===== src/rtl/gpio_port.sv =====
// rtl/gpio_port.sv - parametrised memory-mapped GPIO port with edge-detect interrupt
module gpio_port #(
  parameter int WIDTH = 8
) (
  input  logic             clk,
  input  logic             nreset,
  input  logic             clken,
  input  logic             rw,
  input  logic [3:0]       addr,
  input  logic [3:0]       byte_en,
  input  logic [31:0]      wdata,
  output logic [31:0]      rdata,
  input  logic [WIDTH-1:0] port_in,
  output logic [WIDTH-1:0] port_out,
  output logic [WIDTH-1:0] port_oe,
  output logic             irq
);

  localparam logic [3:0] A_PDOR = 4'd0;
  localparam logic [3:0] A_PSOR = 4'd1;
  localparam logic [3:0] A_PCOR = 4'd2;
  localparam logic [3:0] A_PTOR = 4'd3;
  localparam logic [3:0] A_PDIR = 4'd4;
  localparam logic [3:0] A_PDDR = 4'd5;
  localparam logic [3:0] A_PRER = 4'd6;
  localparam logic [3:0] A_PFER = 4'd7;
  localparam logic [3:0] A_PIFR = 4'd8;

  logic [WIDTH-1:0] r_pdor;
  logic [WIDTH-1:0] r_pddr;
  logic [WIDTH-1:0] r_prer;
  logic [WIDTH-1:0] r_pfer;
  logic [WIDTH-1:0] r_pifr;
  logic [WIDTH-1:0] r_sync1;
  logic [WIDTH-1:0] r_sync2;
  logic [WIDTH-1:0] r_prev;

  logic             w_wr;
  logic             w_rd;
  logic [31:0]      w_lane_mask;
  logic [WIDTH-1:0] w_mask;
  logic [WIDTH-1:0] w_bits;
  logic [WIDTH-1:0] w_pdor_next;
  logic [WIDTH-1:0] w_pifr_clr;
  logic [WIDTH-1:0] w_rise;
  logic [WIDTH-1:0] w_fall;
  logic [WIDTH-1:0] w_rsel;
  logic [31:0]      w_rdata;
  logic             w_unused;

  assign w_wr        = clken & ~rw;
  assign w_rd        = clken & rw;
  assign w_lane_mask = {{8{byte_en[3]}}, {8{byte_en[2]}}, {8{byte_en[1]}}, {8{byte_en[0]}}};
  // Lanes beyond WIDTH simply drop out here, so upper register bits never exist.
  assign w_mask      = w_lane_mask[WIDTH-1:0];
  assign w_bits      = wdata[WIDTH-1:0] & w_mask;
  assign w_unused    = ^{wdata, w_lane_mask};

  assign w_rise      = r_sync2 & ~r_prev & r_prer;
  assign w_fall      = ~r_sync2 & r_prev & r_pfer;
  assign w_pifr_clr  = (w_wr && addr == A_PIFR) ? w_bits : '0;

  assign port_out    = r_pdor;
  assign port_oe     = r_pddr;
  assign irq         = |r_pifr;

  // Output data update: plain write plus the atomic set/clear/toggle aliases.
  always_comb begin
    w_pdor_next = r_pdor;
    if (w_wr) begin
      case (addr)
        A_PDOR:  w_pdor_next = (r_pdor & ~w_mask) | w_bits;
        A_PSOR:  w_pdor_next = r_pdor | w_bits;
        A_PCOR:  w_pdor_next = r_pdor & ~w_bits;
        A_PTOR:  w_pdor_next = r_pdor ^ w_bits;
        default: w_pdor_next = r_pdor;
      endcase
    end
  end

  // Read mux; alias, write-only and unmapped addresses return zero.
  always_comb begin
    w_rsel = '0;
    case (addr)
      A_PDOR:  w_rsel = r_pdor;
      A_PDIR:  w_rsel = r_sync2;
      A_PDDR:  w_rsel = r_pddr;
      A_PRER:  w_rsel = r_prer;
      A_PFER:  w_rsel = r_pfer;
      A_PIFR:  w_rsel = r_pifr;
      default: w_rsel = '0;
    endcase
    w_rdata = 32'(w_rsel);
  end

  // Control registers and registered read data.
  always_ff @(posedge clk or negedge nreset) begin
    if (!nreset) begin
      r_pdor <= '0;
      r_pddr <= '0;
      r_prer <= '0;
      r_pfer <= '0;
      rdata  <= '0;
    end else begin
      r_pdor <= w_pdor_next;
      if (w_wr && addr == A_PDDR) r_pddr <= (r_pddr & ~w_mask) | w_bits;
      if (w_wr && addr == A_PRER) r_prer <= (r_prer & ~w_mask) | w_bits;
      if (w_wr && addr == A_PFER) r_pfer <= (r_pfer & ~w_mask) | w_bits;
      if (w_rd) rdata <= w_rdata;
    end
  end

  // Two-flop synchronizer, previous-sample stage and sticky edge flags (set beats W1C).
  always_ff @(posedge clk or negedge nreset) begin
    if (!nreset) begin
      r_sync1 <= '0;
      r_sync2 <= '0;
      r_prev  <= '0;
      r_pifr  <= '0;
    end else begin
      r_sync1 <= port_in;
      r_sync2 <= r_sync1;
      r_prev  <= r_sync2;
      r_pifr  <= (r_pifr & ~w_pifr_clr) | w_rise | w_fall;
    end
  end

endmodule


===== config.mk =====
export PLATFORM = sky130hd
export DESIGN_NAME = gpio_port
export DESIGN_NICKNAME = d
export VERILOG_FILES = /design/src/rtl/gpio_port.sv
export SDC_FILE = /design/constraint.sdc
export NUM_CORES = 1
export LEC_CHECK = 0
export BUFFER_PORTS_ARGS = -buffer_cell sky130_fd_sc_hd__buf_2
export CORE_MARGIN = 2
export CORE_UTILIZATION = 49
export CTS_BUF_LIST = sky130_fd_sc_hd__clkbuf_4 sky130_fd_sc_hd__clkbuf_8
export DETAILED_ROUTE_END_ITERATION = 12
export PLACE_DENSITY = 0.8
export REMOVE_ABC_BUFFERS = 1
export SYNTH_ARGS = -nofsm -noshare
export SYNTH_HDL_FRONTEND = slang
export SYNTH_SLANG_ARGS = --single-unit

===== constraint.sdc =====
create_clock -name clk -period 1.47 [get_ports clk]
set_clock_uncertainty 0.2 [all_clocks]
set_input_delay 0.294 -clock clk [delete_from_list [all_inputs] [get_ports clk]]
set_output_delay 0.294 -clock clk [all_outputs]
set_load 0.01 [all_outputs]

==> results of run 1 <==
where the power goes:
group,internal [mW],switching [mW],total (mW)
registers,2.19,0.213,2.41
logic,0.684,0.510,1.19
clock network,0.786,0.793,1.58
area by class of cell:
cell class / instances / area (sq um)
multi-input combinational: 220 / 1710
fill: 552 / 2476
inverter: 1 / 3.754
timing repair buffer: 124 / 903.4
tap: 99 / 123.9
clock buffer: 9 / 123.9
sequential: 72 / 1804
clock inverter: 6 / 68.82
metrics by stage:
stage,instance area [sq um],instances,power (mW)
5_1_grt,4738,531,5.411
6_report,4738,531,5.178
3_3_place_gp,4208,495,3.310
3_5_place_dp,4208,495,3.360
4_1_cts,4639,527,5.084
2_1_floorplan,3421,293,2.830
cell families after synthesis:
group | count (synthesis) | synth area share, %
and+or+nand+nor | 84 | 13.85
AOI/OAI and AO/OA | 69 | 13.98
adders and majority gates | 8 | 2.769
DFF | 72 | 49.84
other | 1 | 0.1037
muxes | 35 | 11.60
buffers and inverters | 41 | 7.857
what timing repair did:
| action | in CTS | in global routing |
|---|---|---|
| hold buffers | 9 | 0 |
| pin swaps | 13 | 7 |
| gates resized for setup | 25 | 22 |
| buffers inserted | 8 | 4 |
| endpoints found under the setup margin | 14 | 37 |
| hold endpoints to repair | 80 | 0 |
placed cells by master, fill, tap and decap left out, types with 13 or more instances in the layout:
cell	n
o21ai_1	13
dfrtp_1	70
conb_1	24
nand2_1	32
buf_2	43
o211ai_1	14
buf_4	58
a22o_1	14
mux2_2	20
layer usage:
layer | part of all wire (%) | global-route usage [%]
met1 | 43 | 30.79
met2 | 48 | 36.68
met3 | 6.4 | 5.281
met4 | 2.4 | 11.03
met5 | 0 | 0
Yosys cell counts, types with 4 or more instances:
master	instances	share of area [%]
a22o_1	14	3.4
buf_4	26	5.4
nand3_1	7	0.97
mux2_2	20	6.2
nand3b_1	8	1.7
ha_1	8	2.8
o21ai_0	14	1.9
dfrtp_1	72	50
a31oi_1	4	0.69
mux2_4	8	3.3
buf_2	7	0.97
a22oi_1	12	2.5
o211ai_1	14	2.9
nor2b_1	12	2.1
nand2_1	33	3.4
mux2i_1	4	1.1
how the worst max path moves through the flow:
| stage | cells after the start | slack [ns] | to |
|---|---|---|---|
| floorplan | 3 | -0.28 | register |
| global placement | 4 | -0.34 | register |
| detailed placement | 6 | -0.32 | rdata[2]$_DFFE_PN0P_ |
| CTS | 3 | -0.32 | irq |
| global route | 3 | -0.42 | irq |
| finish | 3 | -0.33 | irq |
worst reg2reg max path: stages (launching register included):
cell	delay, ns
dfrtp_1	0.41
buf_6	0.13
a22o_1	0.21
a221o_1	0.30
a22o_1	0.20
==> flow_summary.toml, run 1 <==
[global_route]
first_global_vias = 2919
grt_max_degree = 47
overflow = 0
antenna_found_initial = 0
track_usage_pct = 23.29
grt_pass1_wl_um = 14830

[clock_network]
htree_num_levels = 3
clk_pin_slew_worst_paths_ns = 0.08
cts_tree = "yes"
cts_made_buffers = 9
clockRootBuffer = "clkbuf_8"
numClockSinks = 72
clk-insertion-delay-late_ns = 0.35
cts_buffer_depth = 2

[pwr]
powerDensity_nw_per_um2 = 1093
ir_drop_mv = 0.5843
p_leak_nw = 2.239

[critical_path]
critPathKind = "register to output port"
worstSetupStartpointType = "register"
reg2reg_to = "rdata[6]$_DFFE_PN0P_"
crit_start = "r_pifr[6]$_DFF_PN0_"
worst_ep_arrival_time_ns = 1.31
cpLargestDelayFamily = "flip-flops"
critical_path.cell_chain = "nor4_2 -> nand2_1 -> buf_2"
cp.required_ns = 0.98
slowest_stage = "dfrtp_1"
max_stage_delay_ns = 0.41
crit_fanout = 2
r2r-start = "r_pifr[6]$_DFF_PN0_"
r2r_slack_ns = -0.07
critPathBufInv = 1
crit_path_end_kind = "output port"
rr_worst_depth = 4

[sta]
min_period_ns = 1.800
rsz0062_at_grt = "true"
setup_viol = 10
max_freq_mhz = 555.5
fin_hold_ws_ns = 0.1179
setup_slack_ns = -0.3303
period_share_pct = 122.5
setup-tns-final_ns = -0.6900
drv_slew = 0
finalHoldViolations = 0

[cells_and_area]
diodes = 0
utilization_pct = 65.68
drive_above_1_share_pct = 43.98
final_nets = 488
area_growth_syn_to_layout_pct = 31.08

[worst_hold_path]
min_from = "wdata[3]"
hold_path_class = "input pin to register"
hold_path_depth = 3

[drt]
routedWlPerCell_um = 17.27
wl_um = 9169
via_per_inst = 5.531
drt-pass1-iter-count = 5
drc = 0
vias = 2937
first_iter_violations = 266
antenna_left = 0

[place]
io_buffers = 49
place.gp.congestion = 0.8534
place.detailed.hpwl_um = 6343
dp_slack_ns = -0.3181

[synthesis]
ys_warn_count = 0
synthDistinctLibCells = 50
synth_area_per_cell_sq_um = 11.66
synthArstFlopShare_pct = 100.0
synth-main-ff-cell = "dfrtp_1"
synthCells = 310
synth_edf_count = 0
seq_area_frac_synth_pct = 49.84
synth.ff_latch_count = 72
mappedNetlistArea_sq_um = 3615

[floorplan]
initial_core_util_pct = 50.10
floorplan.rows = 31
ios = 101
die_x_um = 89.89
core-area_sq_um = 7214
die-area_sq_um = 8080
die_h_um = 89.89

[job]
max_cap_viol_count = 0

[status]
violations = "negative setup slack"
status = "finished, violations left"
Note: power is estimated with default switching activity, not from simulation.
==> run 2: changes to the inputs <==
Settings changed: BUFFER_PORTS_ARGS -buffer_cell sky130_fd_sc_hd__buf_2 to -buffer_cell sky130_fd_sc_hd__buf_4.
==> run 2 against run 1 <==
Net effect:
- the run still ends with negative setup slack left
- clock power about the same
- global-route usage increased by 0.66 points
- total power increased by 0.55%
- routed wire length decreased by 0.49%
- non-clock buffer count decreased by 5
- setup slack got worse by 0.031 ns
- critical endpoint unchanged
- largest cell class unchanged
- largest power group unchanged
==> flow_summary.toml, run 2 (synthesis results as in run 1) <==
[status]
status = "finished, violations left"
violations = "negative setup slack"

[clock_network]
clk-insertion-delay-late_ns = 0.35
cts_made_buffers = 9
clockRootBuffer = "clkbuf_8"
clk_pin_slew_worst_paths_ns = 0.08
numClockSinks = 72
htree_num_levels = 3
cts_tree = "yes"
cts_buffer_depth = 2

[drt]
via_per_inst = 5.438
routedWlPerCell_um = 17.31
drc = 0
wl_um = 9124
first_iter_violations = 333
antenna_left = 0
vias = 2866
drt-pass1-iter-count = 4

[critical_path]
crit_start = "r_pifr[7]$_DFF_PN0_"
crit_fanout = 3
critPathKind = "register to output port"
reg2reg_to = "port_out[6]$_DFFE_PN0P_"
r2r-start = "port_out[6]$_DFFE_PN0P_"
crit_path_end_kind = "output port"
rr_worst_depth = 5
cp.required_ns = 0.98
endpoint = "irq"
r2r_slack_ns = -0.05
worstSetupStartpointType = "register"
worst_ep_arrival_time_ns = 1.34

[floorplan]
ios = 101
core-area_sq_um = 7214
die-area_sq_um = 8080
initial_core_util_pct = 50.10
die_h_um = 89.89
floorplan.rows = 31
die_x_um = 89.89

[sta]
setup_viol = 16
period_share_pct = 124.6
max_freq_mhz = 546.1
setup-tns-final_ns = -0.8100
min_period_ns = 1.831
setup_slack_ns = -0.3611
drv_slew = 0
finalHoldViolations = 0
rsz0062_at_grt = "true"

[cells_and_area]
area_growth_syn_to_layout_pct = 34.13
layout_commonest_cell = "buf_4"
final_cell_area_sq_um = 4848
diodes = 0
utilization_pct = 67.20
final_cell_mix = "91 x buf_4, 70 x dfrtp_1, 32 x nand2_1, 24 x conb_1, 19 x mux2_2"
drive_above_1_share_pct = 42.99
fin_cells = 527
final_nets = 483

[place]
place.gp.congestion = 0.8892
io_buffers = 49
place.detailed.hpwl_um = 6587
dpl_cell_area_sq_um = 4375
dp_slack_ns = -0.2938
dp.cells = 496

[global_route]
grt_max_degree = 30
grt_pass1_wl_um = 15180
overflow = 0
first_global_vias = 2968
track_usage_pct = 23.96
antenna_found_initial = 0

[pwr]
powerDensity_nw_per_um2 = 1074
ir_drop_mv = 0.4536
p_leak_nw = 2.255

[job]
max_cap_viol_count = 0

[worst_hold_path]
hold_path_class = "input pin to register"
run 2: changes by cell type in the layout (fill, tap and decap cells not counted), sizes merged:
cell / previous run / this run
buf: 114 / 110
clkinv: 2 / 4
clkbuf: 10 / 9
inv: 3 / 2
run 2: final cells by class:
class | instances | area, sq um
Fill cell | 516 | 2366
Sequential cell | 72 | 1804
Multi-Input combinational cell | 220 | 1700
Timing Repair Buffer | 119 | 1022
Clock buffer | 9 | 123.9
Tap cell | 99 | 123.9
Clock inverter | 7 | 70.07
Inverter | 1 | 3.754
run 2: where the power goes:
group	leakage (nW)	switching [mW]	internal, mW
logic	1.27	0.517	0.742
clock network	0.0994	0.765	0.783
registers	0.883	0.208	2.19
run 2: timing repair:
action	4_1_cts	5_1_grt
gates resized for setup	34	14
buffers inserted	6	1
endpoints found under the setup margin	17	23
endpoints found under the hold margin	73	0
pin swaps	19	18
hold buffers	9	0
run 2: worst max-delay path: stages, from the launching register on:
cell and delay [ns]:
dfrtp_1 0.41, nor4_2 0.30, nand2_1 0.14, buf_6 0.14
run 2: worst min path at each step:
stage | slack (ns) | cells past startpoint | endpoint | start
after global routing | 0.10 | 3 | register | wdata[3]
after floorplan | -0.20 | 0 | asynchronous set/reset pin | nreset
after global placement | 0.05 | 1 | r_sync1[7]$_DFF_PN0_ | nreset
after detailed placement | 0.05 | 1 | r_sync1[7]$_DFF_PN0_ | nreset
final | 0.11 | 3 | register | wdata[3]
after CTS | 0.1 | 3 | register | wdata[3]
run 2: layer usage:
metal / track usage, % / part of all wire, % / wire [um] / vias up
li1: - / - / - / 1305
met1: 30.83 / 42 / 3846 / 1412
met2: 38.83 / 49 / 4432 / 119
met3: 4.023 / 5.5 / 499 / 30
met4: 13.21 / 3.8 / 346 / 0
met5: 0 / 0 / 0 / -
run 2: per-stage QoR:
stage / power [mW] / hold WS, ns
after floorplan: 2.830 / -0.2016
after global placement: 3.402 / 0.04679
after detailed placement: 3.464 / 0.05427
after CTS: 5.185 / 0.09501
after global routing: 5.459 / 0.1010
final: 5.207 / 0.1076
==> run 3: changes to the inputs <==
Settings changed: SKIP_CTS_REPAIR_TIMING from default to 1.
==> run 3 against run 2 <==
Net effect:
- the run still ends with negative setup slack left
- clock power about the same
- combinational power increased by 3%
- non-clock buffer count unchanged
- sequential share of layout area decreased by 0.28 points
==> flow_summary.toml, run 3 (synthesis results as in run 1) <==
[floorplan]
die_x_um = 89.89
die_h_um = 89.89
floorplan.rows = 31
die-area_sq_um = 8080
initial_core_util_pct = 50.10
core-area_sq_um = 7214
ios = 101

[pwr]
swShare_pct = 28.70
pwr-share-clk_pct = 29.4
p_leak_nw = 2.262
pwr-share-comb_pct = 24.8
power.internal_mw = 3.746
powerDensity_nw_per_um2 = 1075
switching_power_mw = 1.508
power_mw = 5.253
ir_drop_mv = 0.4528
pwr-share-seq_pct = 45.8

[cells_and_area]
multi_input_area_sq_um = 1729
ff_latch_area_sq_um = 1804
layout_commonest_cell = "buf_4"
final_nets = 483
diodes = 0
area_growth_syn_to_layout_pct = 35.13
utilization_pct = 67.71
final_cell_area_sq_um = 4885
fin_cells = 527
drive_above_1_share_pct = 43.93
fillers = 509
final_cell_mix = "89 x buf_4, 70 x dfrtp_1, 32 x nand2_1, 24 x conb_1, 19 x mux2_2"

[clock_network]
cts_buffer_depth = 2
numClockSinks = 72
clk-insertion-delay-late_ns = 0.35
cts_tree = "yes"
clockRootBuffer = "clkbuf_8"
htree_num_levels = 3
cts_made_buffers = 9
clk_pin_slew_worst_paths_ns = 0.08

[critical_path]
crit_fanout = 3
worst_ep_arrival_time_ns = 1.35
cp.required_ns = 0.98
cpLargestDelayFamily = "flip-flops"
critical_path.cell_chain = "nor4_2 -> nand2_1 -> buf_6"
slowest_stage = "dfrtp_1"
r2r-start = "r_sync2[4]$_DFF_PN0_"
crit_path_end_kind = "output port"
max_stage_delay_ns = 0.43
r2r_slack_ns = -0.08
crit_start = "r_pifr[5]$_DFF_PN0_"
worstSetupStartpointType = "register"
critPathBufInv = 1
critPathKind = "register to output port"

[place]
place.detailed.hpwl_um = 6587
dp.cells = 496
place.gp.congestion = 0.8892
io_buffers = 49
dpl_cell_area_sq_um = 4375

[status]
violations = "negative setup slack"
status = "finished, violations left"

[sta]
setup_slack_ns = -0.3781
rsz0062_at_grt = "true"
min_period_ns = 1.848
setup_viol = 16
period_share_pct = 125.7
max_freq_mhz = 541.1
finalHoldViolations = 0
drv_slew = 0

[drt]
antenna_left = 0
vias = 2834
first_iter_violations = 312
routedWlPerCell_um = 17.33
wl_um = 9133
drt-pass1-iter-count = 4
drc = 0
via_per_inst = 5.378

[job]
max_cap_viol_count = 0

[global_route]
grt_max_degree = 30
first_global_vias = 2862
grt_pass1_wl_um = 14690
track_usage_pct = 23.18
antenna_found_initial = 0
overflow = 0

[worst_hold_path]
hold_path_class = "input pin to register"
min_from = "wdata[3]"
-- run 3: cell counts in the layout (fill, tap and decap cells not counted) --
Identical to the previous run, type by type.
-- run 3: per-layer routing --
layer | wire, um | GRT usage [%] | part of all wire (%) | vias up
met1 | 3875 | 29.77 | 42 | 1407
met3 | 426 | 4.526 | 4.7 | 22
met4 | 265 | 13.08 | 2.9 | 0
met5 | 0 | 0 | 0 | -
met2 | 4565 | 36.99 | 50 | 100
li1 | - | - | - | 1305
-- run 3: path summary, 6_finish.rpt --
kind | end | cells past startpoint
max | irq | 3
min | register | 3
max reg2reg | rdata[4]$_DFFE_PN0P_ | 4
min reg2reg | r_sync2[7]$_DFF_PN0_ | 0
max in group asynchronous | r_pifr[0]$_DFF_PN0_ | 3
min in group asynchronous | asynchronous set/reset pin | 2
-- run 3: cell type report --
type,count,area share [%]
Sequential cell,72,36.94
Multi-Input combinational cell,220,35.40
Timing Repair Buffer,119,21.08
Clock buffer,9,2.536
Tap cell,99,2.536
Clock inverter,7,1.434
Inverter,1,0.07684
-- run 3: through the flow --
stage | hold slack (ns) | TNS (ns) | worst slack [ns]
3_5_place_dp | 0.05427 | -11.33 | -0.2938
3_3_place_gp | 0.04679 | -10.25 | -0.2695
5_1_grt | 0.1010 | -1.655 | -0.4142
2_1_floorplan | -0.2016 | -3.903 | -0.2766
6_report | 0.1034 | -0.8745 | -0.3781
4_1_cts | -0.3192 | -1.571 | -0.4372
-- run 3: worst min-delay path, delay by kind of cell --
kind / cells / cell delay, ns
buf+inv: 2 / 0.19
mux: 1 / 0.13
-- run 3: power groups by stage --
stage,sequential (mW),combinational (mW),clock [mW]
after CTS,2.37,1.06,1.58
after global routing,2.43,1.41,1.67
final,2.41,1.30,1.55
after global placement,2.39,1.01,0
after floorplan,2.41,0.425,0
after detailed placement,2.41,1.06,0
